**src/rtl/scan_test_sequencer.sv**
```systemverilog
`default_nettype none
// ============================================================================
// Module   : scan_test_sequencer
// Purpose  : Drives the mux-D scan chain and primary I/O of one sequential
//            core for pattern-based hardware test. Accepts parallel patterns
//            over valid/ready and shifts each one serially into the chain.
//            PIs are applied for one capture cycle, and the captured state is
//            unloaded while the next pattern is loaded (a final flush unloads
//            the last pattern). Responses (chain state + POs) are returned in
//            order over valid/ready.
// Ports    : CK, RSTN              clock, async active-low reset
//            start                 begin a session (IDLE only)
//            pat_valid/pat_ready   pattern handshake; pat_si/pat_pi/pat_last
//            rsp_valid/rsp_ready   response handshake; rsp_so/rsp_po
//            scan_en/scan_in       core scan control (scan_en=1 shifts)
//            scan_out              core scan output (last chain flop)
//            core_pi/core_po       core primary inputs/outputs
//            busy, done, pat_cnt   session status
// Notes    : CHAIN_LEN must be at least 3.
// Revision : 1.0  initial release
// ============================================================================
module scan_test_sequencer #(
   parameter int CHAIN_LEN = 21,
   parameter int NPI       = 3,
   parameter int NPO       = 6,
   parameter int CW        = 16
) (
   input  logic                 CK,
   input  logic                 RSTN,
   input  logic                 start,
   input  logic                 pat_valid,
   output logic                 pat_ready,
   input  logic [CHAIN_LEN-1:0] pat_si,
   input  logic [NPI-1:0]       pat_pi,
   input  logic                 pat_last,
   output logic                 rsp_valid,
   input  logic                 rsp_ready,
   output logic [CHAIN_LEN-1:0] rsp_so,
   output logic [NPO-1:0]       rsp_po,
   output logic                 scan_en,
   output logic                 scan_in,
   input  logic                 scan_out,
   output logic [NPI-1:0]       core_pi,
   input  logic [NPO-1:0]       core_po,
   output logic                 busy,
   output logic                 done,
   output logic [CW-1:0]        pat_cnt
);

   localparam int               CNT_W    = $clog2(CHAIN_LEN);
   localparam logic [CNT_W-1:0] CNT_LAST = CNT_W'(CHAIN_LEN - 1);

   typedef enum logic [2:0] {
      ST_IDLE       = 3'd0,
      ST_LOAD       = 3'd1,
      ST_SHIFT      = 3'd2,
      ST_CAPTURE    = 3'd3,
      ST_FLUSH_WAIT = 3'd4,
      ST_FLUSH      = 3'd5,
      ST_DONE       = 3'd6
   } state_t;

   state_t                 state_q, state_d;
   logic [CNT_W-1:0]       cnt_q, cnt_d;
   // Bit 0 of the pattern goes straight to scan_in on accept, so only the
   // remaining CHAIN_LEN-1 bits need to be held.
   logic [CHAIN_LEN-2:0]   load_q, load_d;
   // The final unload sample bypasses this register straight into rsp_so.
   logic [CHAIN_LEN-2:0]   unload_q, unload_d;
   logic                   last_q, last_d;
   logic                   have_cap_q, have_cap_d;
   logic [NPO-1:0]         po_q, po_d;
   logic                   scan_en_q, scan_en_d;
   logic                   scan_in_q, scan_in_d;
   logic [NPI-1:0]         core_pi_q, core_pi_d;
   logic                   rsp_valid_q, rsp_valid_d;
   logic [CHAIN_LEN-1:0]   rsp_so_q, rsp_so_d;
   logic [NPO-1:0]         rsp_po_q, rsp_po_d;
   logic                   busy_q, busy_d;
   logic                   done_q, done_d;
   logic [CW-1:0]          pat_cnt_q, pat_cnt_d;

   logic                   load_ready;
   logic                   pat_accept;

   // A new pattern is only taken once the response slot is empty, so the
   // response produced at the end of its shift can never overwrite one.
   assign load_ready = (state_q == ST_LOAD) && !rsp_valid_q;
   assign pat_accept = pat_valid && load_ready;

   always_comb begin
      state_d     = state_q;
      cnt_d       = cnt_q;
      load_d      = load_q;
      unload_d    = unload_q;
      last_d      = last_q;
      have_cap_d  = have_cap_q;
      po_d        = po_q;
      scan_en_d   = scan_en_q;
      scan_in_d   = scan_in_q;
      core_pi_d   = core_pi_q;
      rsp_valid_d = rsp_valid_q;
      rsp_so_d    = rsp_so_q;
      rsp_po_d    = rsp_po_q;
      pat_cnt_d   = pat_cnt_q;
      done_d      = 1'b0;

      if (rsp_valid_q && rsp_ready) begin
         rsp_valid_d = 1'b0;
      end

      case (state_q)
         ST_IDLE: begin
            if (start) begin
               state_d    = ST_LOAD;
               pat_cnt_d  = '0;
               have_cap_d = 1'b0;
            end
         end

         ST_LOAD: begin
            if (pat_accept) begin
               load_d    = pat_si[CHAIN_LEN-1:1];
               scan_in_d = pat_si[0];
               core_pi_d = pat_pi;
               last_d    = pat_last;
               cnt_d     = '0;
               scan_en_d = 1'b1;
               state_d   = ST_SHIFT;
            end
         end

         ST_SHIFT, ST_FLUSH: begin
            unload_d = {scan_out, unload_q[CHAIN_LEN-2:1]};
            cnt_d    = cnt_q + 1'b1;
            if (state_q == ST_SHIFT) begin
               scan_in_d = load_q[0];
               load_d    = load_q >> 1;
            end else begin
               scan_in_d = 1'b0;
            end
            if (cnt_q == CNT_LAST) begin
               scan_en_d = 1'b0;
               scan_in_d = 1'b0;
               // The very first load of a session unloads nothing useful.
               if ((state_q == ST_FLUSH) || have_cap_q) begin
                  rsp_so_d    = {scan_out, unload_q};
                  rsp_po_d    = po_q;
                  rsp_valid_d = 1'b1;
               end
               if (state_q == ST_SHIFT) begin
                  state_d = ST_CAPTURE;
               end else begin
                  state_d = ST_DONE;
                  done_d  = 1'b1;
               end
            end
         end

         ST_CAPTURE: begin
            po_d       = core_po;
            pat_cnt_d  = pat_cnt_q + 1'b1;
            have_cap_d = 1'b1;
            if (!last_q) begin
               state_d = ST_LOAD;
            end else if (!rsp_valid_q) begin
               // Skip the wait state when the slot is already free.
               state_d   = ST_FLUSH;
               cnt_d     = '0;
               scan_en_d = 1'b1;
               scan_in_d = 1'b0;
            end else begin
               state_d = ST_FLUSH_WAIT;
            end
         end

         ST_FLUSH_WAIT: begin
            if (!rsp_valid_q) begin
               state_d   = ST_FLUSH;
               cnt_d     = '0;
               scan_en_d = 1'b1;
               scan_in_d = 1'b0;
            end
         end

         ST_DONE: begin
            state_d = ST_IDLE;
         end

         default: begin
            state_d = ST_IDLE;
         end
      endcase

      busy_d = (state_d != ST_IDLE);
   end

   always_ff @(posedge CK or negedge RSTN) begin
      if (!RSTN) begin
         state_q     <= ST_IDLE;
         cnt_q       <= '0;
         load_q      <= '0;
         unload_q    <= '0;
         last_q      <= 1'b0;
         have_cap_q  <= 1'b0;
         po_q        <= '0;
         scan_en_q   <= 1'b0;
         scan_in_q   <= 1'b0;
         core_pi_q   <= '0;
         rsp_valid_q <= 1'b0;
         rsp_so_q    <= '0;
         rsp_po_q    <= '0;
         busy_q      <= 1'b0;
         done_q      <= 1'b0;
         pat_cnt_q   <= '0;
      end else begin
         state_q     <= state_d;
         cnt_q       <= cnt_d;
         load_q      <= load_d;
         unload_q    <= unload_d;
         last_q      <= last_d;
         have_cap_q  <= have_cap_d;
         po_q        <= po_d;
         scan_en_q   <= scan_en_d;
         scan_in_q   <= scan_in_d;
         core_pi_q   <= core_pi_d;
         rsp_valid_q <= rsp_valid_d;
         rsp_so_q    <= rsp_so_d;
         rsp_po_q    <= rsp_po_d;
         busy_q      <= busy_d;
         done_q      <= done_d;
         pat_cnt_q   <= pat_cnt_d;
      end
   end

   assign pat_ready = load_ready;
   assign rsp_valid = rsp_valid_q;
   assign rsp_so    = rsp_so_q;
   assign rsp_po    = rsp_po_q;
   assign scan_en   = scan_en_q;
   assign scan_in   = scan_in_q;
   assign core_pi   = core_pi_q;
   assign busy      = busy_q;
   assign done      = done_q;
   assign pat_cnt   = pat_cnt_q;

endmodule
`default_nettype wire
```
**config.mk**
```make
export PLATFORM = sky130hd
export DESIGN_NAME = scan_test_sequencer
export DESIGN_NICKNAME = d
export VERILOG_FILES = /design/src/rtl/scan_test_sequencer.sv
export SDC_FILE = /design/constraint.sdc
export NUM_CORES = 1
export LEC_CHECK = 0
export ABC_AREA = 1
export BUFFER_PORTS_ARGS = -buffer_cell sky130_fd_sc_hd__buf_4
export CAP_MARGIN = 20
export CORE_MARGIN = 2
export CORE_UTILIZATION = 45
export CTS_BUF_LIST = sky130_fd_sc_hd__clkbuf_4
export CTS_CLUSTER_DIAMETER = 120
export DETAILED_ROUTE_END_ITERATION = 8
export GPL_TIMING_DRIVEN = 0
export PLACE_DENSITY = 0.71
export SLEW_MARGIN = 10
export SYNTH_ARGS = -nofsm -noshare
export SYNTH_HDL_FRONTEND = slang
export SYNTH_SLANG_ARGS = --single-unit
```
**constraint.sdc**
```tcl
create_clock -name CK -period 3.7 [get_ports CK]
set_input_delay 0.925 -clock CK [delete_from_list [all_inputs] [get_ports CK]]
set_output_delay 0.925 -clock CK [all_outputs]
set_load 0.01 [all_outputs]
```
Word-level counts from Yosys, hierarchy flattened
Cells that the tools add are included.
{ "word_totals": {"ff_bits": 107, "in_bits": 37, "output_inout_bits": 52, "word_cells": 83} }
{ "classes": {"add_sub_neg": 2, "n_eq_ne": 11, "muxes": 37, "reduce_logical": 17} }
{ "ops": {"columns": ["operator", "n"], "rows": [
  ["20-bit 2-to-1 mux", 2],
  ["20-bit one-hot mux with 2 select lines", 1],
  ["16-bit one-hot mux with 2 select lines", 1],
  ["5-bit one-hot mux with 4 select lines", 1],
  ["1-bit 2-to-1 mux", 18],
  ["3-bit 2-to-1 mux", 6],
  ["16-bit by 1-bit adder with 16-bit output, second input constant", 1],
  ["16-bit 2-to-1 mux", 1],
  ["5-bit 2-to-1 mux", 3],
  ["3-bit one-hot mux with 5 select lines", 1],
  ["2-bit != test, second input constant", 5],
  ["3-bit AND reduction", 3],
  ["1-bit one-hot mux with 4 select lines", 2],
  ["3-bit by 2-bit equality test with 1-bit output, second input constant", 2],
  ["3-bit equality test, second input constant", 2],
  ["5-bit by 1-bit adder with 5-bit output, second input constant", 1],
  ["5-bit equality test, second input constant", 1],
  ["2-bit AND reduction", 2],
  ["4-bit AND reduction", 1],
  ["2-bit nonzero test", 2],
  ["4-bit nonzero test", 1],
  ["3-bit by 1-bit equality test with 1-bit output, second input constant", 1],
  ["1-bit logical AND", 3],
  ["3-bit zero test", 1],
  ["other kinds (5)", 5]
]} }

Longest topological paths before layout
{ "depth": {"ltp_word": 6, "mapped_depth": 10, "mapped_depth_nobuf": 9} }

Least setup slack after synthesis
No wires, ideal clock.
{ "synth_timing": {"kind": "flip-flop to output port", "from": "register state_q[1]", "to": "output port pat_ready", "arrival_time_ps": 855, "t_required_ps": 2775, "path_slack_ps": 1920, "stages_incl_launch_ff": 5, "path_buffers": 1, "path_cell_list": "dfrtp_1 -> buf_6 -> nor2_2 -> nand2_1 -> nor2_4"} }
{ "synth_between": {"elab_chain_len": 2} }
{ "synth_lines": {"columns": ["item", "line", "source"], "rows": [
  ["from (decl)", "63", "state_t state_q, state_d;"],
  ["from (signal assigned)", "217", "state_q <= state_d;"],
  ["3-bit by 1-bit equality test with 1-bit output", "88", "assign load_ready = (state_q == ST_LOAD) && !rsp_valid_q;"],
  ["1-bit logical AND", "88", null],
  ["to (decl)", "32", "output logic pat_ready,"]
]} }
Every way passes these cells.

Final worst setup path
Same ends and word-level chain as after synthesis.

==> impl_metrics.ini <==
[global_routing]
grt_max_degree = 108
grt_overflow = 0
grt_pass1_vias = 3686
grt_pass1_wl_mm = 17.1
grt_util_all_layers = 0.188
antenna_found_initial = 0

[placement]
port_buffers = 88
place.gp.congestion = 0.838
hpwl_mm = 7.28
preCtsSetupSlack_ps = 1630
dp_cells = 766

[layout]
area_growth_pct = 20.9
final_cell_mix = 169 x nand2_1, 107 x dfrtp_1, 89 x buf_4, 52 x inv_1, 47 x o21ai_0
drive_gt1_frac = 0.204
nets = 681
layout_commonest_cell = nand2_1
diodes = 0
final_cells = 782

[hold_path]
hold_depth = 2
min_to = core_pi[2]
worstHoldPathType = flop to flop
hold_start = core_pi[2]

[routing]
wl_mm = 10.0
ant_nets = 0
dr_total_vias = 3886
viasPerCell = 4.97
drt_first_iter_violations = 209
wl_per_cell_um = 12.8
first_pass_iters = 5
drc = 0

[logic_synthesis]
avgSynthCellArea_um2 = 8.68
syn_nets = 582
ys_ff_latch = 107
synth.cell_area_mm2 = 0.00470
yosys_warnings = 0
ys_types = 34
syn_inst = 542
seq_area_frac_synth = 0.569

[run_status]
status = finished, final reports clean

[floorplan]
io_pins = 89
fp.dieW_um = 106
core_area_mm2 = 0.0102
rows = 37
start_util = 0.460
dieHeight_um = 106
die_area_mm2 = 0.0113

[clock_tree]
cts_setup_buffers = 0
cts_max_path_buffers = 2
cts_buffers = 9
clk_latency_ps = 440
hold_buffers = 0
ctsResizeCount = 0
cts_tree = yes
cts_root_buffer = clkbuf_4
cts.clk_slew.worst_paths_ps = 150
htree_num_levels = 3
cts.sinks = 107

[sta]
setup_ws_ps = 1240
fmax_mhz = 406
rsz0062_at_grt = false
fin_tns_setup_ps = 0
timing.hold.ws_ps = 497
slew_violations = 0
final-hold-violation-count = 0
finClkSkew_ps = 18.1
min_period_ps = 2460
timing.final.crit_share = 0.666
max-slew-margin-rel = 0.364
worstMarginPinSlew_ps = 954
setup_viol = 0

[critical_path]
worst-setup-path-type = flop to output port
reg2reg_slack_ps = 1830
cp-end-kind = output port
arrival_ps = 1540
r2r_start = pat_cnt[0]
cp-start-kind = flop
worstReg2RegEnd = pat_cnt[10]
critPathMaxFanout = 7
worstPathRequired_ps = 2770
worst-r2r-cell-count = 8

[pwr]
vdd_drop_max_v = 0.000330
finalPower_w = 0.00342
powerDensity_mw_per_mm2 = 602
p_leak_nw = 2.76

[run]
maxCapViolCount = 0
[logic make-up after synthesis]
group | Yosys count | synth area share
xor gates and xnor gates | 4 | 0.00745
and+or+nand+nor | 252 | 0.225
adders and majority gates | 3 | 0.00798
DFF | 107 | 0.569
buffers and inverters | 77 | 0.0705
AOI/OAI and AO/OA | 99 | 0.120
[Yosys cell counts, drive strengths merged]
cell	n	area [µm²]
xor2	2	17.5
a22oi	1	7.51
buf	15	98.8
o21ai	72	360
ha	3	37.5
nand2	172	658
nand3	42	215
xnor2	2	17.5
or2	2	12.5
clkbuf	6	22.5
nor3b	1	7.51
dfrtp	107	2680
o211ai	2	15.0
o21a	16	120
inv	55	206
clkinv	1	3.75
a21oi	5	36.3
o31ai	1	7.51
nor3	1	5.00
nand4	7	43.8
a22o	1	8.76
o21bai	1	7.51
and2	1	6.26
nor2	26	110
[metrics by stage]
stage | cell area [µm²] | utilization
after floorplan | 4700 | -
after global placement | 5530 | 0.541
after detailed placement | 5540 | 0.541
after CTS | 5690 | 0.556
after global routing | 5690 | 0.556
final | 5690 | 0.556
[worst max-delay path by stage]
stage | from | end | slack, ps | cells past startpoint
after floorplan | state_q[1] | pat_ready | 1920 | 4
final | state_q[1] | pat_ready | 1240 | 5
after CTS | state_q[1] | pat_ready | 1200 | 5
after global routing | state_q[1] | pat_ready | 1100 | 5
after detailed placement | start | pat_cnt[1] | 1630 | 5
after global placement | RSTN | pat_cnt[8] | 1560 | 1
[worst max-delay path, stage by stage (launching register included)]
cell and delay [ps]:
dfrtp_1 400, buf_6 130, nor2_2 90, nand2_1 140
nor2_4 190, buf_4 150
[registers in the layout, summed over array words and instances (netlist names)]
signal      count
rsp_so         21
load_q         20
unload_q       20
pat_cnt        16
po_q            6
rsp_po          6
cnt_q           5
core_pi         3
state_q         3
busy            1
done            1
have_cap_q      1
last_q          1
rsp_valid       1
scan_en         1
scan_in         1
[power by group]
part / internal, W / switching (W) / total (W)
clock network: 0.000216 / 0.000401 / 0.000617
logic: 0.000468 / 0.000734 / 0.00120
registers: 0.00144 / 0.000162 / 0.00161
[layer usage]
metal | vias up | GRT usage | routed length [µm]
met5 | - | 0 | 0
met4 | 0 | 0.0573 | 125
met3 | 10 | 0.0399 | 514
met2 | 97 | 0.299 | 4760
met1 | 1835 | 0.260 | 4610
li1 | 1944 | - | -
[final cells by class]
cell class	count	area (µm²)
buffer	21	121
tap	136	170
multi-input combinational	358	1690
fill	984	4550
clock inverter	7	80.1
sequential	107	2680
timing repair buffer	88	664
inverter	56	210
clock buffer	9	67.6
No activity file was read; power rests on OpenSTA's default activity.
